<file path="config.mk">
export PLATFORM = sky130hd
export DESIGN_NAME = dm_port_arbiter_flat
export DESIGN_NICKNAME = d
export VERILOG_FILES = /design/src/rtl/dm_port_arbiter_if.sv /design/src/rtl/dm_port_arbiter.sv /design/src/flat_wrapper.sv
export SDC_FILE = /design/constraint.sdc
export NUM_CORES = 1
export LEC_CHECK = 0
export ABC_AREA = 1
export CAP_MARGIN = 20
export CORE_MARGIN = 4
export CORE_UTILIZATION = 36
export CTS_BUF_LIST = sky130_fd_sc_hd__clkbuf_8
export DETAILED_ROUTE_END_ITERATION = 8
export PLACE_DENSITY = 0.94
export SYNTH_ARGS = -nofsm -noshare
export SYNTH_HDL_FRONTEND = slang
export SYNTH_SLANG_ARGS = --single-unit
</file>
<file path="constraint.sdc">
create_clock -name clk -period 2.8 [get_ports clk]
set_clock_uncertainty 0.05 [all_clocks]
set_input_delay 0.56 -clock clk [delete_from_list [all_inputs] [get_ports clk]]
set_output_delay 0.56 -clock clk [all_outputs]
set_load 0.01 [all_outputs]
</file>
<file path="src/rtl/dm_port_arbiter_if.sv">
// dm_port_arbiter_if: CPU, secondary and data-memory signals of the dm port arbiter
interface dm_port_arbiter_if;
  logic        cpu_req;
  logic        cpu_we;
  logic [6:0]  cpu_addr;
  logic [31:0] cpu_wdata;
  logic [2:0]  cpu_type;
  logic [31:0] cpu_rdata;
  logic        cpu_stall;
  logic        sec_valid;
  logic        sec_ready;
  logic        sec_we;
  logic [6:0]  sec_addr;
  logic [31:0] sec_wdata;
  logic [2:0]  sec_type;
  logic        sec_rvalid;
  logic [31:0] sec_rdata;
  logic        dm_wr;
  logic [6:0]  dm_addr;
  logic [31:0] dm_din;
  logic [2:0]  dm_type;
  logic [31:0] dm_dout;
  modport slave (
    input  cpu_req, cpu_we, cpu_addr, cpu_wdata, cpu_type,
    output cpu_rdata, cpu_stall,
    input  sec_valid, sec_we, sec_addr, sec_wdata, sec_type,
    output sec_ready, sec_rvalid, sec_rdata,
    output dm_wr, dm_addr, dm_din, dm_type,
    input  dm_dout
  );
  modport master (
    output cpu_req, cpu_we, cpu_addr, cpu_wdata, cpu_type,
    input  cpu_rdata, cpu_stall,
    output sec_valid, sec_we, sec_addr, sec_wdata, sec_type,
    input  sec_ready, sec_rvalid, sec_rdata,
    input  dm_wr, dm_addr, dm_din, dm_type,
    output dm_dout
  );
endinterface

</file>
<file path="src/rtl/dm_port_arbiter.sv">
// dm_port_arbiter: shares the dm port between CPU (priority) and a secondary master.
// Optional alignment checking with align_err output when DM_ALIGN_CHECK_EN is defined.
module dm_port_arbiter #(
  parameter int STARVE_LIMIT = 8,
  parameter int SEC_BURST    = 4
) (
  input  logic clk,
  input  logic rstn,
  dm_port_arbiter_if.slave bus
`ifdef DM_ALIGN_CHECK_EN
  ,
  output logic align_err
`endif
);
  typedef enum logic {S_CPU, S_SEC} state_t;
  state_t      state, state_n;
  logic [7:0]  starve_cnt;
  logic [3:0]  burst_cnt;
  logic        own_sec, mis, req, accept, starve_hit, burst_end;
  logic        sec_rvalid_q;
  logic [31:0] sec_rdata_q;
  assign own_sec    = state == S_SEC;
  assign bus.dm_addr = own_sec ? bus.sec_addr  : bus.cpu_addr;
  assign bus.dm_type = own_sec ? bus.sec_type  : bus.cpu_type;
  assign bus.dm_din  = own_sec ? bus.sec_wdata : bus.cpu_wdata;
  assign req        = own_sec ? bus.sec_valid : bus.cpu_req;
`ifdef DM_ALIGN_CHECK_EN
  assign mis = (bus.dm_type[1:0] == 2'b10 && bus.dm_addr[1:0] != 2'b00) ||
               (bus.dm_type[1:0] == 2'b01 && bus.dm_addr[0]);
`else
  assign mis = 1'b0;
`endif
  assign bus.dm_wr     = (own_sec ? bus.sec_valid & bus.sec_we : bus.cpu_req & bus.cpu_we) & ~mis;
  assign bus.sec_ready = own_sec & bus.sec_valid;
  assign bus.cpu_stall = own_sec & bus.cpu_req;
  assign bus.cpu_rdata = bus.dm_dout;
  assign bus.sec_rvalid = sec_rvalid_q;
  assign bus.sec_rdata  = sec_rdata_q;
  assign accept     = bus.sec_valid & bus.sec_ready;
  assign starve_hit = starve_cnt == 8'(STARVE_LIMIT - 1);
  assign burst_end  = burst_cnt == 4'(SEC_BURST - 1);
  always_comb begin
    state_n = state;
    if (!own_sec)
      state_n = (bus.sec_valid && (!bus.cpu_req || starve_hit)) ? S_SEC : S_CPU;
    else
      state_n = (!bus.sec_valid || (accept && (bus.cpu_req || burst_end))) ? S_CPU : S_SEC;
  end
  always_ff @(posedge clk or negedge rstn) begin
    if (!rstn) begin
      state        <= S_CPU;
      starve_cnt   <= '0;
      burst_cnt    <= '0;
      sec_rvalid_q <= 1'b0;
      sec_rdata_q  <= '0;
    end else begin
      state <= state_n;
      if (!own_sec)
        starve_cnt <= (!bus.sec_valid || state_n == S_SEC) ? 8'd0 :
                      (bus.cpu_req && !starve_hit) ? starve_cnt + 8'd1 : starve_cnt;
      if (!own_sec && state_n == S_SEC)
        burst_cnt <= '0;
      else if (accept)
        burst_cnt <= burst_cnt + 4'd1;
      sec_rvalid_q <= accept & ~bus.sec_we;
      if (accept && !bus.sec_we)
        sec_rdata_q <= mis ? 32'h0 : bus.dm_dout;
    end
  end
`ifdef DM_ALIGN_CHECK_EN
  always_ff @(posedge clk or negedge rstn) begin
    if (!rstn) align_err <= 1'b0;
    else       align_err <= req & mis;
  end
`else
  logic unused_req;
  assign unused_req = req;
`endif
endmodule
</file>
<file path="src/flat_wrapper.sv">
// flat-port wrapper written by rule: the top's interface ports become plain ports
module dm_port_arbiter_flat 
#(
  parameter int STARVE_LIMIT = 8,
  parameter int SEC_BURST    = 4
)
  (clk, rstn, bus_cpu_req, bus_cpu_we, bus_cpu_addr, bus_cpu_wdata, bus_cpu_type, bus_cpu_rdata, bus_cpu_stall, bus_sec_valid, bus_sec_we, bus_sec_addr, bus_sec_wdata, bus_sec_type, bus_sec_ready, bus_sec_rvalid, bus_sec_rdata, bus_dm_wr, bus_dm_addr, bus_dm_din, bus_dm_type, bus_dm_dout);
  dm_port_arbiter_if bus_i ();
  input  logic clk;
  input  logic rstn;
  input wire logic [$bits(bus_i.cpu_req)-1:0] bus_cpu_req;
  input wire logic [$bits(bus_i.cpu_we)-1:0] bus_cpu_we;
  input wire logic [$bits(bus_i.cpu_addr)-1:0] bus_cpu_addr;
  input wire logic [$bits(bus_i.cpu_wdata)-1:0] bus_cpu_wdata;
  input wire logic [$bits(bus_i.cpu_type)-1:0] bus_cpu_type;
  output wire logic [$bits(bus_i.cpu_rdata)-1:0] bus_cpu_rdata;
  output wire logic [$bits(bus_i.cpu_stall)-1:0] bus_cpu_stall;
  input wire logic [$bits(bus_i.sec_valid)-1:0] bus_sec_valid;
  input wire logic [$bits(bus_i.sec_we)-1:0] bus_sec_we;
  input wire logic [$bits(bus_i.sec_addr)-1:0] bus_sec_addr;
  input wire logic [$bits(bus_i.sec_wdata)-1:0] bus_sec_wdata;
  input wire logic [$bits(bus_i.sec_type)-1:0] bus_sec_type;
  output wire logic [$bits(bus_i.sec_ready)-1:0] bus_sec_ready;
  output wire logic [$bits(bus_i.sec_rvalid)-1:0] bus_sec_rvalid;
  output wire logic [$bits(bus_i.sec_rdata)-1:0] bus_sec_rdata;
  output wire logic [$bits(bus_i.dm_wr)-1:0] bus_dm_wr;
  output wire logic [$bits(bus_i.dm_addr)-1:0] bus_dm_addr;
  output wire logic [$bits(bus_i.dm_din)-1:0] bus_dm_din;
  output wire logic [$bits(bus_i.dm_type)-1:0] bus_dm_type;
  input wire logic [$bits(bus_i.dm_dout)-1:0] bus_dm_dout;
  assign bus_i.cpu_req = bus_cpu_req;
  assign bus_i.cpu_we = bus_cpu_we;
  assign bus_i.cpu_addr = bus_cpu_addr;
  assign bus_i.cpu_wdata = bus_cpu_wdata;
  assign bus_i.cpu_type = bus_cpu_type;
  assign bus_cpu_rdata = bus_i.cpu_rdata;
  assign bus_cpu_stall = bus_i.cpu_stall;
  assign bus_i.sec_valid = bus_sec_valid;
  assign bus_i.sec_we = bus_sec_we;
  assign bus_i.sec_addr = bus_sec_addr;
  assign bus_i.sec_wdata = bus_sec_wdata;
  assign bus_i.sec_type = bus_sec_type;
  assign bus_sec_ready = bus_i.sec_ready;
  assign bus_sec_rvalid = bus_i.sec_rvalid;
  assign bus_sec_rdata = bus_i.sec_rdata;
  assign bus_dm_wr = bus_i.dm_wr;
  assign bus_dm_addr = bus_i.dm_addr;
  assign bus_dm_din = bus_i.dm_din;
  assign bus_dm_type = bus_i.dm_type;
  assign bus_i.dm_dout = bus_dm_dout;
  dm_port_arbiter #(.STARVE_LIMIT(STARVE_LIMIT), .SEC_BURST(SEC_BURST)) u_core (.clk(clk), .rstn(rstn), .bus(bus_i));
endmodule
</file>
==> impl_metrics.py <==
metrics = {
    "outcome": {
        "outcome": "finished, final reports clean",
    },
    "sta": {
        "max_freq_ghz": 0.386,
        "min_period_ps": 2590,
        "setup_violations": 0,
        "slew-limit-headroom_pct": 65.4,
        "fin_crit_sh_pct": 92.6,
        "fin_tns_setup_ps": 0,
        "grt_setup_unrepaired": "no",
        "worst_hold_slack_ps": 182,
        "fin_ws_ps": 207,
        "worst-slew-pin-transition_ps": 519,
        "finalMaxSlewViolations": 0,
        "hold_viol_final": 0,
    },
    "global_routing": {
        "grt-ovfl-total": 0,
        "grt_usage_pct": 20.1,
        "grt_pass1_wl_mm": 14.5,
        "grt_pass1_vias": 3126,
        "antenna_found_initial": 0,
        "grt_max_degree": 51,
    },
    "clock_tree": {
        "cts_setup_buffers": 0,
        "cts_tree": "yes",
        "h-tree-depth": 2,
        "cts_resized": 0,
        "clock_latency_ps": 290,
        "clock-sinks": 46,
        "cts.reportedPaths.clkPinSlew_ps": 90,
        "cts_buffers": 5,
        "hold_buffers": 0,
        "cts_max_path_buffers": 2,
        "clockRootBuffer": "clkbuf_8",
    },
    "synthesis": {
        "postSynthAreaPerCell_sq_um": 6.90,
        "synthFlopType": "dfrtp_1",
        "yosysWarnings": 0,
        "yosys-top-cells-area": "dfrtp_1, nand2_1, buf_4",
        "synthXorXnorAreaFrac_pct": 0.635,
        "yosysMostFrequentCell": "nand2_1",
        "syn-num-nets": 524,
        "yosys.area.top_type": "dfrtp_1",
        "synthSimpleGateAreaFrac_pct": 39.8,
        "synth.distinct_cells": 21,
        "synth-seq-cells": 46,
        "ys_top_cells_by_count": "nand2_1, dfrtp_1, buf_4",
        "synth_seq_area_share_pct": 41.7,
        "synthAdderAreaFrac_pct": 0.907,
        "muxShareOfSynthArea_pct": 0,
        "synth-compound-area-share_pct": 1.95,
        "synth_top_family_by_area": "simple AND/OR/NAND/NOR gates",
        "syn_inst": 400,
        "netlist_area_sq_mm": 0.00276,
        "synth_edf_count": 0,
        "synth.top_cell.area_share_pct": 41.7,
        "synthArstFlopShare_pct": 100,
    },
    "power": {
        "power.density_mw_per_mm2": 463,
        "cellLeakagePower_uw": 0.00244,
        "ir_worst_vdd_v": 0.000333,
    },
    "placement": {
        "dp.cells": 688,
        "gp_congestion": 0.801,
        "place_ws_ps": 214,
        "numPortBuffers": 231,
        "hpwl_mm": 8.13,
    },
    "floorplan": {
        "fp.dieW_um": 95.6,
        "core-area_sq_mm": 0.00737,
        "initial_core_util_pct": 37.5,
        "rows": 31,
        "chipHeight_um": 95.6,
        "ioPinCount": 232,
        "die_area_sq_mm": 0.00913,
    },
    "routing": {
        "detail_route.wl_per_cell_um": 14.2,
        "final_antenna_net_count": 0,
        "first_pass_iters": 4,
        "drtIter0Drc": 135,
        "routed_wl_mm": 9.85,
        "vias": 3195,
        "drc": 0,
        "drt-vias-per-instance": 4.59,
    },
    "run": {
        "max_cap_viol_count": 0,
    },
    "finish": {
        "drive_gt1_share_pct": 3.35,
        "final_cells": 696,
        "antenna_cells": 0,
        "nets": 720,
        "fin_util_pct": 68.1,
        "area_delta_synth_final_pct": 81.8,
    },
    "worst_hold_path": {
        "hold_class": "primary input to async pin",
    },
    "critical_path": {
        "cp-start-kind": "primary input",
        "crit_type": "primary input to primary output",
        "end_kind": "primary output",
        "cp.required_ps": 2190,
        "critPathArrivalTime_ps": 1980,
        "critPathMaxFanout": 2,
    },
}
cell usage in the layout (no fill, tap or decap):
| cell type | count |
|---|---|
| bufinv_16 | 1 |
| xor2_1 | 2 |
| a21oi_2 | 1 |
| nand3_1 | 8 |
| clkdlybuf4s50_1 | 230 |
| nor2_8 | 1 |
| buf_2 | 1 |
| buf_4 | 5 |
| o21bai_1 | 1 |
| o31ai_1 | 1 |
| inv_4 | 1 |
| buf_12 | 2 |
| or2_2 | 1 |
| nand2_4 | 1 |
| clkbuf_8 | 5 |
| inv_1 | 13 |
| nand4_1 | 5 |
| ha_1 | 2 |
| dfrtp_1 | 46 |
| clkinvlp_4 | 1 |
| nor2_1 | 16 |
| a32o_1 | 1 |
| nand2_1 | 248 |
| o21ai_0 | 4 |
state kept, by name, summed over array words and instances, names as in the netlist:
register               cells
u_core.bus.sec_rdata      32
u_core.starve_cnt          8
u_core.burst_cnt           4
u_core.bus.sec_rvalid      1
u_core.own_sec             1
stage by stage:
stage / total power, uW / instance area, sq um
final: 2330 / 5020
after global routing: 2470 / 5020
after CTS: 2350 / 5020
after detailed placement: 1860 / 4910
after global placement: 1830 / 4910
after floorplan: 1220 / 2760
routing by layer:
| layer | GRT usage, % | vias up | routed length (um) |
|---|---|---|---|
| met5 | 0 | - | 0 |
| met4 | 6.99 | 0 | 242 |
| met3 | 7.89 | 23 | 1150 |
| met2 | 39.2 | 170 | 5250 |
| met1 | 18.6 | 1433 | 3210 |
| li1 | - | 1569 | - |
cell families (layout without fill, tap and decap cells):
group,count (synthesis),after routing
XOR/XNOR,2,2
AO/OA/AOI/OAI,8,8
adder cells (fa/ha/maj),2,2
AND/OR/NAND/NOR,280,280
flip-flops,46,46
buffers and inverters,62,259
final timing paths:
path	startpoint	to	slack, ps	cells after the start
setup / recovery	bus_sec_valid	bus_dm_wr	210	5
hold / removal	rstn	u_core.bus.sec_rdata[7]$_DFFE_PN0P_	180	1
setup reg to reg	u_core.own_sec$_DFF_PN0_	u_core.bus.sec_rdata[1]$_DFFE_PN0P_	1190	7
hold reg to reg	u_core.bus.sec_rdata[23]$_DFFE_PN0P_	u_core.bus.sec_rdata[23]$_DFFE_PN0P_	420	2
max in group asynchronous	rstn	u_core.bus.sec_rdata[15]$_DFFE_PN0P_	1820	2
min in group clk	u_core.bus.sec_rdata[23]$_DFFE_PN0P_	u_core.bus.sec_rdata[23]$_DFFE_PN0P_	420	2
worst max-delay path, stage by stage:
cell and delay [ps]:
clkdlybuf4s50_1 540, nand2_4 60, inv_1 110, a32o_1 140
clkdlybuf4s50_1 570
area by class of cell:
| class | count | area (sq um) |
|---|---|---|
| inverters | 13 | 51.3 |
| clock buffers | 5 | 68.8 |
| clock inverters | 3 | 41.3 |
| multi-input cells | 292 | 1200 |
| fillers | 572 | 2350 |
| flip-flops and latches | 46 | 1150 |
| repair buffers | 238 | 2380 |
| well taps | 99 | 124 |
power by group:
part           internal [uW]  switching, uW  leakage, uW
logic                    577            406      0.00179
clock network            263            220    0.0000556
registers                787           72.3     0.000594
total                   1630            699      0.00244
Power figures use the tool's default switching activity.
